[config.mk]
export PLATFORM = sky130hd
export DESIGN_NAME = cuckoo_match_collector
export DESIGN_NICKNAME = d
export VERILOG_FILES = /design/src/rtl/cuckoo_match_collector.sv
export SDC_FILE = /design/constraint.sdc
export NUM_CORES = 1
export LEC_CHECK = 0
export BUFFER_PORTS_ARGS = -buffer_cell sky130_fd_sc_hd__buf_2
export CORE_MARGIN = 8
export CORE_UTILIZATION = 35
export CTS_BUF_LIST = sky130_fd_sc_hd__clkbuf_2 sky130_fd_sc_hd__clkbuf_4 sky130_fd_sc_hd__clkbuf_8
export DETAILED_ROUTE_END_ITERATION = 6
export SLEW_MARGIN = 40
export SYNTH_ARGS = -nofsm -noshare
export SYNTH_HDL_FRONTEND = slang
export SYNTH_SLANG_ARGS = --single-unit
[constraint.sdc]
create_clock -name clk -period 4.6 [get_ports clk]
set_input_delay 0.92 -clock clk [delete_from_list [all_inputs] [get_ports clk]]
set_output_delay 0.92 -clock clk [all_outputs]
set_load 0.1 [all_outputs]
[src/rtl/cuckoo_match_collector.sv]
// Re-associates cuckoo lookup hits with their payload byte offset and queues events in a FIFO.
// Optional CUCKOO_MC_DROP_CNT_EN adds a saturating drop_cnt output.
module cuckoo_match_collector #(
  parameter int PIPE_LAT = 4,
  parameter int OFF_W    = 16,
  parameter int DEPTH    = 16
) (
  input  logic                    clk,
  input  logic                    rst,
  input  logic                    enable,
  input  logic                    pkt_start,
  input  logic [1:0]              compare_out,
  input  logic [1:0]              suffix,
  input  logic [1:0]              compare_out_nocase,
  input  logic [1:0]              suffix_nocase,
  output logic                    m_valid,
  input  logic                    m_ready,
  output logic [5+OFF_W-1:0]      m_data,
  output logic                    overflow,
`ifdef CUCKOO_MC_DROP_CNT_EN
  output logic [15:0]             drop_cnt,
`endif
  output logic [$clog2(DEPTH):0]  fifo_level
);

  localparam int AW = $clog2(DEPTH);
  localparam int CW = AW + 1;
  localparam int DW = 5 + OFF_W;

  logic [OFF_W-1:0]                off_cnt;
  logic [PIPE_LAT-1:0]             dl_vld;
  logic [PIPE_LAT-1:0][OFF_W-1:0]  dl_off;

  logic           req_case, req_nc;
  logic [DW-1:0]  req_case_d, req_nc_d;

  logic [DW-1:0]  mem [DEPTH];
  logic [AW-1:0]  wr_ptr, rd_ptr, wr_ptr_n1;
  logic [CW-1:0]  count, free;
  logic           we_a, we_b, pop;
  logic [DW-1:0]  ent_a;
  logic [1:0]     n_push, n_drop;

  // Offset counter: pkt_start tags 0 and reloads 1; otherwise tag current and saturate.
  always_ff @(posedge clk or posedge rst) begin
    if (rst) begin
      off_cnt <= '0;
    end else if (enable) begin
      if (pkt_start)
        off_cnt <= OFF_W'(1);
      else if (off_cnt != '1)
        off_cnt <= off_cnt + OFF_W'(1);
    end
  end

  // Free-running delay line, aligned with the hash/RAM/compare stages of the lookup.
  always_ff @(posedge clk or posedge rst) begin
    if (rst) begin
      dl_vld <= '0;
      dl_off <= '0;
    end else begin
      dl_vld[0] <= enable;
      dl_off[0] <= pkt_start ? '0 : off_cnt;
      for (int i = 1; i < PIPE_LAT; i++) begin
        dl_vld[i] <= dl_vld[i-1];
        dl_off[i] <= dl_off[i-1];
      end
    end
  end

  // Request stage: lookup results are only meaningful for tags that were enabled.
  always_ff @(posedge clk or posedge rst) begin
    if (rst) begin
      req_case   <= 1'b0;
      req_nc     <= 1'b0;
      req_case_d <= '0;
      req_nc_d   <= '0;
    end else begin
      req_case   <= dl_vld[PIPE_LAT-1] && (compare_out != 2'b00);
      req_nc     <= dl_vld[PIPE_LAT-1] && (compare_out_nocase != 2'b00);
      req_case_d <= {1'b0, compare_out, suffix, dl_off[PIPE_LAT-1]};
      req_nc_d   <= {1'b1, compare_out_nocase, suffix_nocase, dl_off[PIPE_LAT-1]};
    end
  end

  assign pop       = (count != '0) && m_ready;
  assign wr_ptr_n1 = wr_ptr + AW'(1);

  // Space is judged before this cycle's pop; case lane has priority over nocase.
  always_comb begin
    free   = CW'(DEPTH) - count;
    we_a   = 1'b0;
    we_b   = 1'b0;
    ent_a  = req_case_d;
    n_drop = 2'd0;
    if (req_case && req_nc) begin
      if (free >= CW'(2)) begin
        we_a = 1'b1;
        we_b = 1'b1;
      end else if (free == CW'(1)) begin
        we_a   = 1'b1;
        n_drop = 2'd1;
      end else begin
        n_drop = 2'd2;
      end
    end else if (req_case || req_nc) begin
      ent_a = req_case ? req_case_d : req_nc_d;
      if (free != '0)
        we_a = 1'b1;
      else
        n_drop = 2'd1;
    end
    n_push = {1'b0, we_a} + {1'b0, we_b};
  end

  always_ff @(posedge clk) begin
    if (we_a) mem[wr_ptr]    <= ent_a;
    if (we_b) mem[wr_ptr_n1] <= req_nc_d;
  end

  always_ff @(posedge clk or posedge rst) begin
    if (rst) begin
      wr_ptr   <= '0;
      rd_ptr   <= '0;
      count    <= '0;
      overflow <= 1'b0;
    end else begin
      wr_ptr <= wr_ptr + AW'(n_push);
      rd_ptr <= rd_ptr + AW'(pop);
      count  <= count + CW'(n_push) - CW'(pop);
      if (n_drop != 2'd0)
        overflow <= 1'b1;
    end
  end

`ifdef CUCKOO_MC_DROP_CNT_EN
  logic [16:0] drop_sum;
  assign drop_sum = {1'b0, drop_cnt} + 17'(n_drop);

  always_ff @(posedge clk or posedge rst) begin
    if (rst)
      drop_cnt <= '0;
    else
      drop_cnt <= drop_sum[16] ? 16'hFFFF : drop_sum[15:0];
  end
`endif

  assign m_valid    = (count != '0);
  assign m_data     = m_valid ? mem[rd_ptr] : '0;
  assign fifo_level = count;

endmodule

==> results.md, run 1 <==
- Fin area: 21200 µm²
- Worst slew pin tran: between 0.8 and 0.9 ns
- Net switching power: between 0.005 and 0.006 W
- Layout cells sized above 1: about a third
- Static leakage: 7.80 nW
- RSZ-0062 raised after global routing: no
- Largest net degree at the start of global routing: a little over 100
- PD cells: 654 nW/µm²
- Num rows: 87
- CP cell instances: inv_1 > ha_1 > and2_1 > ha_1 > or2_2 > nor2_2 > nand2_1 > o211ai_1 > buf_2
- Port Buffers: 40
- Status: completed
- Final period util: 93.9%
- Clk buf depth: 3
- Setup TNS: 0 ns
- Mapped Cells: 1308
- Post-DP Area: 19800 µm²
- Vias: 9341
- Die W: 253 µm
- Clock Latency Late Sink: 0.61 ns
- #FFs+latches synth: approximately 460
- CTS tree: built
- Startpoint Class: flop
- Crit path kind: reg -> out
- Final Setup Violations: 0
- DR WL/cell: 20.8 µm
- # Post-CTS Setup Buffers: 0
- Global-route wire length before repair: 61100 µm
- Number of synthesized flops with an enable pin: between 300 and 400
- Final nets: approximately 1200
- Clock Skew: around 0.025 ns
- Crit path DAT: 3.40 ns
- Max-cap check violation count: 0
- Net Count, Synth: 1340
- Finished Core Util: 37.9%
- Core Footprint: between 50000 and 60000 µm²
- Final Hold Vio Count: 0
- Logic pwr share: 37.0%
- Syn-to-layout area delta: 7.80%
- Max frequency: 231 MHz
- Detail Route Antenna Nets: 0
- Root Buffer: clkbuf_8
- Gr ovfl total: 0
- DRT iter0 DRCs: 669
- Most used flip-flop cell after synthesis: edfxtp_1
- WP buf/inv: 2
- Gpl congestion: 0.763
- Initial antenna violation count: 2
- Vias per inst: 4.83
- Initial core utilization: 35.2%
- Worst hold slack: 0.334 ns
- Pre-CTS setup slack: 0.603 ns
- CP peak stage delay: 0.54 ns
- Switching share of power: 39.5%
- Seq/Total Area, Yosys: between 60% and 70%
- Cell mode on critical path: ha_1
- Fin crit period: 4.32 ns
- Slew Limit Fails: 0
- Mapped Avg Cell Area: 15.0 µm²
- Chip height: 253 µm
- Clock sink count: 461
- Die ar.: 64000 µm²
- CP Capture Type: output pin
- Netlist cell types: 65
- Clk pin slew, worst setup/hold paths: 0.06 ns
- Cell Area, Synth: 19700 µm²
- Drt total wl: slightly above 40000 µm
- Htree depth: 3
- Vias in the first global route: 9859
- Num CTS Buffers: 71
- Io pins: 41
- HPWL Detailed: 24000 µm
- Slowest stage cell on the critical path: or2_2
- Post-synth ARST share: 27.1%
- CP required: 3.68 ns
- Worst Hold Class: reg -> reg
- Clock Power Share: 23.6%
- Seq pwr share: 39.4%
- Residual DRC: 0
- Yosys warns: 0
- Worst vdd ir: between 0.0005 and 0.0006 V
- Gr usage total: 12.7%
- Drt pass-1 iters: 5
- CP delay by family, top: simple AND/OR/NAND/NOR gates
- Fin worst setup slack: ~0.28 ns
- CP Max Fanout: 13
- Internal Pwr Total: 0.00839 W
- Relative max-transition margin: between 40% and 50%
==> kinds of logic after synthesis <==
family | share of synthesized area, %
AO/OA/AOI/OAI | 3.77
XOR/XNOR | 0.757
adder cells (fa/ha/maj) | 1.28
buffers and inverters | 7.44
flip-flops | 67.2
multiplexers | 15.2
other | 0.0191
AND/OR/NAND/NOR | 4.33
==> synth_stat cells, types with 15 or more instances <==
cell type / instances / share of area, %
mux4_2: 75 / 8.6
inv_1: 30 / 0.57
mux2_4: 28 / 2.1
dfrtp_1: 125 / 16
nor2_1: 27 / 0.52
ha_1: 17 / 1.1
nor2b_1: 21 / 0.67
nand3_1: 15 / 0.38
nand2_1: 62 / 1.2
mux2_2: 42 / 2.4
edfxtp_1: 336 / 51
clkbuf_1: 297 / 5.7
mux2i_1: 41 / 2.1
==> flip-flops by register name, indices dropped and copies added, names as in the netlist <==
name,cells
off_cnt,16
mem,336
fifo_level,5
req_case,1
req_case_d,4
rd_ptr,4
req_nc_d,21
wr_ptr,4
req_nc,1
overflow,1
dl_vld,4
dl_off,64
==> cells in the final DEF, fill, tap and decap left out, types with 4 or more instances in the layout <==
master and instances:
buf_4 26, clkbuf_8 78, a2bb2oi_1 4, a21boi_0 8, nand2_1 62, o211ai_1 5
clkinv_1 14, o21ai_2 7, dfrtp_2 4, nor2_1 25, clkinv_2 7, o21bai_2 8
o21a_1 10, nand4_1 8, a32oi_1 5, ha_1 17, buf_12 4, mux2i_1 41
clkbuf_4 26, mux2_2 42, inv_1 29, mux2_4 28, a21oi_1 7, mux4_2 75
buf_2 40, dfrtp_1 119, a22oi_1 4, nor2b_1 21, a2111oi_0 4, edfxtp_1 336
or2_2 4, and2_1 10, o22ai_1 12, xnor2_1 14, o211a_1 4, nand3_1 15
==> worst paths after layout <==
kind                                  end  slack [ns]  cells past startpoint          start
min in group asynchronous  req_case_d[17]        0.42                      2            rst
hold reg to reg                dl_off[31]        0.33                      0     dl_off[15]
hold / removal                 dl_off[31]        0.33                      0     dl_off[15]
setup / recovery                m_data[6]        0.28                      9  fifo_level[0]
max in group asynchronous      dl_off[15]        3.32                      3            rst
setup reg to reg            fifo_level[4]        0.60                     21  fifo_level[0]
==> power groups by stage <==
stage,Sequential (W),Clock (W),Combinational (W)
floorplan,0.00547,0,0.00403
global placement,0.00560,0,0.00509
detailed placement,0.00563,0,0.00511
CTS,0.00554,0.00337,0.00513
global route,0.00553,0.00354,0.00542
finish,0.00546,0.00327,0.00513
==> per-stage QoR <==
step                std cells  power, W
global placement         1805    0.0107
detailed placement       1805    0.0107
finish                   1934    0.0139
CTS                      1932    0.0140
floorplan                1308   0.00950
global route             1934    0.0145
==> area by class of cell <==
class,instances,area [µm²]
fill,5153,34700
sequential,461,13200
multi-input combinational,489,5060
clock buffer,104,1270
tap,756,946
timing repair buffer,70,475
inverter,30,120
clock inverter,23,104
antenna,1,2.50
==> layer usage <==
metal,share of wire [%],global-route usage [%]
met2,50,21.2
met1,43,16.4
met3,5.1,2.33
met4,2.4,4.70
met5,0.030,0
==> timing repair <==
| item | in CTS | in global routing |
|---|---|---|
| hold buffers | 0 | 0 |
| resized for setup | 1 | 0 |
| setup endpoints to repair | 1 | 0 |
Power figures use the tool's default switching activity.
==> run 2, diff against run 1 <==
- SKIP_LAST_GASP: default -> 1
- clock period: 4.6 -> 5.2 ns (I/O delays scaled with it)
==> results.md, run 2 (synthesized netlist as in run 1, its figures left out) <==
- DRT iter0 DRCs: 731 (was 669)
- Final Hold Vio Count: 0 (unchanged)
- Static leakage: 7.81 nW (was 7.80 nW)
- Hold Buf Count CTS: 0 (unchanged)
- Detail Route Antenna Nets: 0 (unchanged)
- Htree depth: 3 (unchanged)
- Setup TNS: 0 ns (unchanged)
- Final Setup Violations: 0 (unchanged)
- Commonest non-fill, non-tap cell in the layout: edfxtp_1 (unchanged)
- Critical R2R Launch: fifo_level[0] (unchanged)
- Initial antenna violation count: 3 (was 2)
- Root Buffer: clkbuf_8 (unchanged)
- Vias per inst: 4.84 (was 4.83)
- Initial core utilization: 35.2% (unchanged)
- Drt total wl: 40700 µm (was 40300 µm)
- CP Launch Point: fifo_level[0] (unchanged)
- Startpoint Class: flop (unchanged)
- RSZ-0062 raised after global routing: no (unchanged)
- Largest register FFs: 336 (unchanged)
- Max frequency: roughly 220 MHz
- Worst vdd ir: 0.000397 V (was 0.000560 V)
- Residual DRC: 0 (unchanged)
- Layout Cells excl Fill: 1934 (unchanged)
- Slew Limit Fails: 0 (unchanged)
- Status: completed (unchanged)
- Post-cts resize count: 0 (was 1)
- Inst Count DP: 1804 (was 1805)
- CP Capture Type: output pin (unchanged)
- CP Max Fanout: 13 (unchanged)
- Fin crit period: 4.65 ns
- Pre-CTS setup slack: 1.09 ns (was 0.603 ns)
- PD cells: 582 nW/µm² (was 654 nW/µm²)
- Crit path kind: reg -> out (unchanged)
- Drt pass-1 iters: 5 (unchanged)
- Worst slew pin tran: 0.656 ns (was 0.815 ns)
- Fillers: 5189 (was 5153)
- Most frequent cells in the layout: edfxtp_1, dfrtp_1, clkbuf_8 (unchanged)
- Post-DP Area: 19800 µm² (about the same)
- Setup crit end: m_data[6] (unchanged)
- Layout cells sized above 1: 31.3% (was 31.4%)
- Clock sink count: 461 (unchanged)
- Num rows: 87 (unchanged)
- Final period util: 89.4%
- Largest net degree at the start of global routing: 86 (was 103)
- Vias in the first global route: 10100 (was 9859)
- Die W: 253 µm (unchanged)
- Register Area: 13200 µm² (about the same)
- Chip height: 253 µm (unchanged)
- Io pins: 41 (unchanged)
- Clk buf depth: 3 (unchanged)
- Final nets: 1154 (was 1155)
- DR WL/cell: 21.0 µm (was 20.8 µm)
- Max-cap check violation count: 0 (unchanged)
- Clock Latency Late Sink: 0.62 ns (was 0.61 ns)
- # Post-CTS Setup Buffers: 0 (unchanged)
- Fin area: 21200 µm² (about the same)
- Core Footprint: 56000 µm² (unchanged)
- Num CTS Buffers: 71 (unchanged)
- Worst r2r dst: fifo_level[4] (unchanged)
- Global-route wire length before repair: 62100 µm (was 61100 µm)
- Multi-input gate area: 5050 µm² (was 5060 µm²)
- CP required: 4.16 ns (was 3.68 ns)
- CTS tree: built (unchanged)
- Port Buffers: 40 (unchanged)
- Relative max-transition margin: 55.2% (was 45.7%)
- Gpl congestion: 0.772 (was 0.763)
- Clock Skew: 0.0261 ns (was 0.0249 ns)
- Gr usage total: 12.9% (was 12.7%)
- Worst Hold Class: reg -> reg (unchanged)
- R2r setup slk: 1.09 ns (was 0.60 ns)
- Vias: 9355 (was 9341)
- Gr ovfl total: 0 (unchanged)
- Fin worst setup slack: 0.551 ns (was 0.280 ns)
- Biggest register: mem (unchanged)
- Register-to-Register Path Depth: 21 (unchanged)
- Top Registers: mem (336), dl_off (64), req_nc_d (21) (unchanged)
- HPWL Detailed: 23700 µm (was 24000 µm)
- Syn-to-layout area delta: 7.86% (was 7.80%)
- Crit path DAT: 3.61 ns (was 3.40 ns)
- Clk pin slew, worst setup/hold paths: 0.06 ns (about the same)
- Die ar.: 64000 µm² (unchanged)
run 2: worst min-delay path by stage:
stage                     startpoint            to  slack (ns)  cells past startpoint
after detailed placement  dl_off[18]    dl_off[34]        0.33                      0
after floorplan            dl_off[0]    dl_off[16]        0.33                      0
after global placement    dl_off[46]    dl_off[62]        0.33                      0
final                     dl_off[60]  req_nc_d[12]        0.34                      0
after CTS                 dl_off[60]  req_nc_d[12]        0.33                      0
after global routing      dl_off[45]    dl_off[61]        0.33                      0
run 2: routing by layer:
layer	part of all wire (%)	track usage, %
met2	49	21.3
met5	0.059	0
met1	43	16.5
met3	5.1	2.46
met4	2.7	5.24
run 2: worst max-delay path, cell delays in order (launching register included):
cell and delay, ns:
dfrtp_1 0.47, inv_1 0.10, ha_1 0.27, and2_1 0.16
ha_1 0.30, or2_2 0.52, nor2_1 0.44, nand2_1 0.10
o211ai_1 0.15, buf_2 0.49
run 2: layout make-up:
cell class,count,area share [%]
well taps,756,4.46
repair buffers,69,2.15
flip-flops and latches,461,62.3
inverters,30,0.566
multi-input cells,489,23.8
clock inverters,22,0.666
diodes,1,0.0118
clock buffers,106,6.02
run 2: power breakdown:
group | leakage, nW | internal (W) | switching, W | total [W]
Combinational | 2.28 | 0.00139 | 0.00317 | 0.00456
Clock | 0.753 | 0.00159 | 0.00138 | 0.00298
Sequential | 4.78 | 0.00446 | 0.000343 | 0.00480
Total | 7.81 | 0.00745 | 0.00490 | 0.0123
run 2: stage by stage:
stage | hold WS (ns) | utilization, % | total power, W
after floorplan | 0.331 | - | 0.00840
after global placement | 0.332 | 35.3 | 0.00946
after global routing | 0.335 | 37.9 | 0.0129
after detailed placement | 0.335 | 35.3 | 0.00951
after CTS | 0.330 | 37.9 | 0.0125
final | 0.337 | 37.9 | 0.0123
==> run 3, diff against run 2 <==
- clock period: 5.2 -> 6 ns (I/O delays scaled with it)
==> results.md, run 3 (synthesized netlist as in run 1, its figures left out) <==
- DRT iter0 DRCs: 713 (was 731)
- Layout cells sized above 1: 31.9% (was 31.3%)
- Setup TNS: 0 ns (unchanged)
- Fin crit period: 4.88 ns
- Status: completed (unchanged)
- Worst slew pin tran: 0.764 ns (was 0.656 ns)
- Clk pin slew, worst setup/hold paths: 0.06 ns (about the same)
- Worst vdd ir: 0.000350 V (was 0.000397 V)
- Final Setup Violations: 0 (unchanged)
- CP Max Fanout: 13 (unchanged)
- Biggest register: mem (unchanged)
- Internal Pwr Total: 0.00659 W (was 0.00745 W)
- Switching share of power: 39.1% (was 39.7%)
- Crit path kind: reg -> out (unchanged)
- Die W: 253 µm (unchanged)
- Finished Core Util: 38.1% (was 37.9%)
- Seq pwr share: 38.4% (was 38.9%)
- CP Launch Point: fifo_level[0] (unchanged)
- Drt total wl: 40300 µm (was 40700 µm)
- Port Buffers: 40 (unchanged)
- Final nets: 1149 (was 1154)
- Detail Route Antenna Nets: 0 (unchanged)
- PD cells: 508 nW/µm² (was 582 nW/µm²)
- Gr ovfl total: 0 (unchanged)
- DR WL/cell: 20.9 µm (was 21.0 µm)
- Commonest non-fill, non-tap cell in the layout: edfxtp_1 (unchanged)
- Clock Power Share: 25.0% (was 24.1%)
- Relative max-transition margin: 49.1% (was 55.2%)
- Root Buffer: clkbuf_8 (unchanged)
- CP Capture Type: output pin (unchanged)
- Logic pwr share: 36.6% (was 37.0%)
- Crit path DAT: 3.68 ns (was 3.61 ns)
- Max-cap check violation count: 0 (unchanged)
- Largest net degree at the start of global routing: 82 (was 86)
- CP required: 4.80 ns (was 4.16 ns)
- RSZ-0062 raised after global routing: no (unchanged)
- Gpl congestion: 0.746 (was 0.772)
- Clock Latency Late Sink: 0.62 ns (about the same)
- Startpoint Class: flop (unchanged)
- Final Hold Vio Count: 0 (unchanged)
- Syn-to-layout area delta: 8.25% (was 7.86%)
- CTS tree: built (unchanged)
- Num rows: 87 (unchanged)
- Num CTS Buffers: 70 (was 71)
- # Post-CTS Setup Buffers: 0 (unchanged)
- Gr usage total: 12.6% (was 12.9%)
- Fillers: 5161 (was 5189)
- Final period util: 81.3%
- Net switching power: 0.00422 W (was 0.00490 W)
- Clock sink count: 461 (unchanged)
- Die ar.: 64000 µm² (unchanged)
- Vias per inst: 4.89 (was 4.84)
- Post-DP Area: 19800 µm² (about the same)
- Top Registers: mem (336), dl_off (64), req_nc_d (21) (unchanged)
- Global-route wire length before repair: 60800 µm (was 62100 µm)
- HPWL Detailed: 24100 µm (was 23700 µm)
- Initial core utilization: 35.2% (unchanged)
- Critical R2R Launch: fifo_level[0] (unchanged)
- Hold Buf Count CTS: 0 (unchanged)
- Static leakage: 7.84 nW (was 7.81 nW)
- Initial antenna violation count: 4 (was 3)
- Io pins: 41 (unchanged)
- Residual DRC: 0 (unchanged)
- Launch point of the worst hold path: dl_off[52] (was dl_off[60])
- Slew Limit Fails: 0 (unchanged)
- Largest register FFs: 336 (unchanged)
- Max frequency: just over 200 MHz
- Post-layout total power: 0.0108 W (was 0.0123 W)
- Vias in the first global route: 9706 (was 10100)
- Worst hold slack: 0.337 ns (about the same)
- Clk buf depth: 3 (unchanged)
- Chip height: 253 µm (unchanged)
- Core Footprint: 56000 µm² (unchanged)
- Vias: 9430 (was 9355)
- Htree depth: 3 (unchanged)
- Drt pass-1 iters: 5 (unchanged)
- Clock Skew: 0.0334 ns (was 0.0261 ns)
- Fin area: 21300 µm² (was 21200 µm²)
- Worst Hold Class: reg -> reg (unchanged)
- Most frequent cells in the layout: edfxtp_1, dfrtp_1, clkbuf_8 (unchanged)
- Post-cts resize count: 0 (unchanged)
run 3: changes by cell type in the layout (fill, tap and decap cells not counted), sizes merged:
cell / change
clkinvlp: +1
buf: -4
clkbuf: +6
clkinv: -10
diode: +1
bufinv: +2
inv: -1
run 3: cell type report:
| type | instances | area [µm²] | area share, % |
|---|---|---|---|
| well taps | 756 | 946 | 4.44 |
| multi-input cells | 489 | 5050 | 23.7 |
| clock buffers | 112 | 1350 | 6.33 |
| clock inverters | 14 | 151 | 0.711 |
| inverters | 30 | 120 | 0.564 |
| repair buffers | 65 | 445 | 2.09 |
| diodes | 2 | 5.00 | 0.0235 |
| flip-flops and latches | 461 | 13200 | 62.1 |
run 3: metrics by stage:
step / std cells / setup WS (ns)
floorplan: 1308 / 0.842
global placement: 1798 / 1.72
finish: 1929 / 1.12
detailed placement: 1800 / 1.59
CTS: 1926 / 0.957
global route: 1928 / 0.813
run 3: path summary, 6_finish.rpt:
path | endpoint | cells after the start | slack (ns)
max | m_data[6] | 9 | 1.12
min | req_nc_d[4] | 0 | 0.34
max reg2reg | fifo_level[4] | 22 | 1.60
min reg2reg | req_nc_d[4] | 0 | 0.34
max in group asynchronous | dl_off[52] | 3 | 4.33
min in group asynchronous | dl_off[5] | 2 | 0.69
run 3: critical path: stages, from the launching register on:
cell	delay, ns
dfrtp_1	0.47
inv_1	0.11
ha_1	0.27
and2_1	0.16
ha_1	0.32
or2_2	0.52
nor2_1	0.46
nand2_1	0.11
o211ai_1	0.15
buf_2	0.49
run 3: power by group through the flow:
| stage | combinational [W] | sequential, W | clock [W] |
|---|---|---|---|
| detailed placement | 0.00398 | 0.00426 | 0 |
| floorplan | 0.00309 | 0.00419 | 0 |
| global placement | 0.00384 | 0.00432 | 0 |
| finish | 0.00396 | 0.00415 | 0.00270 |
| CTS | 0.00398 | 0.00419 | 0.00277 |
| global route | 0.00420 | 0.00419 | 0.00291 |
run 3: per-layer routing:
| metal | part of all wire (%) | GRT usage [%] |
|---|---|---|
| met1 | 42 | 16.1 |
| met3 | 6.4 | 3.13 |
| met2 | 50 | 20.8 |
| met4 | 2.1 | 4.57 |
| met5 | 0.084 | 0 |
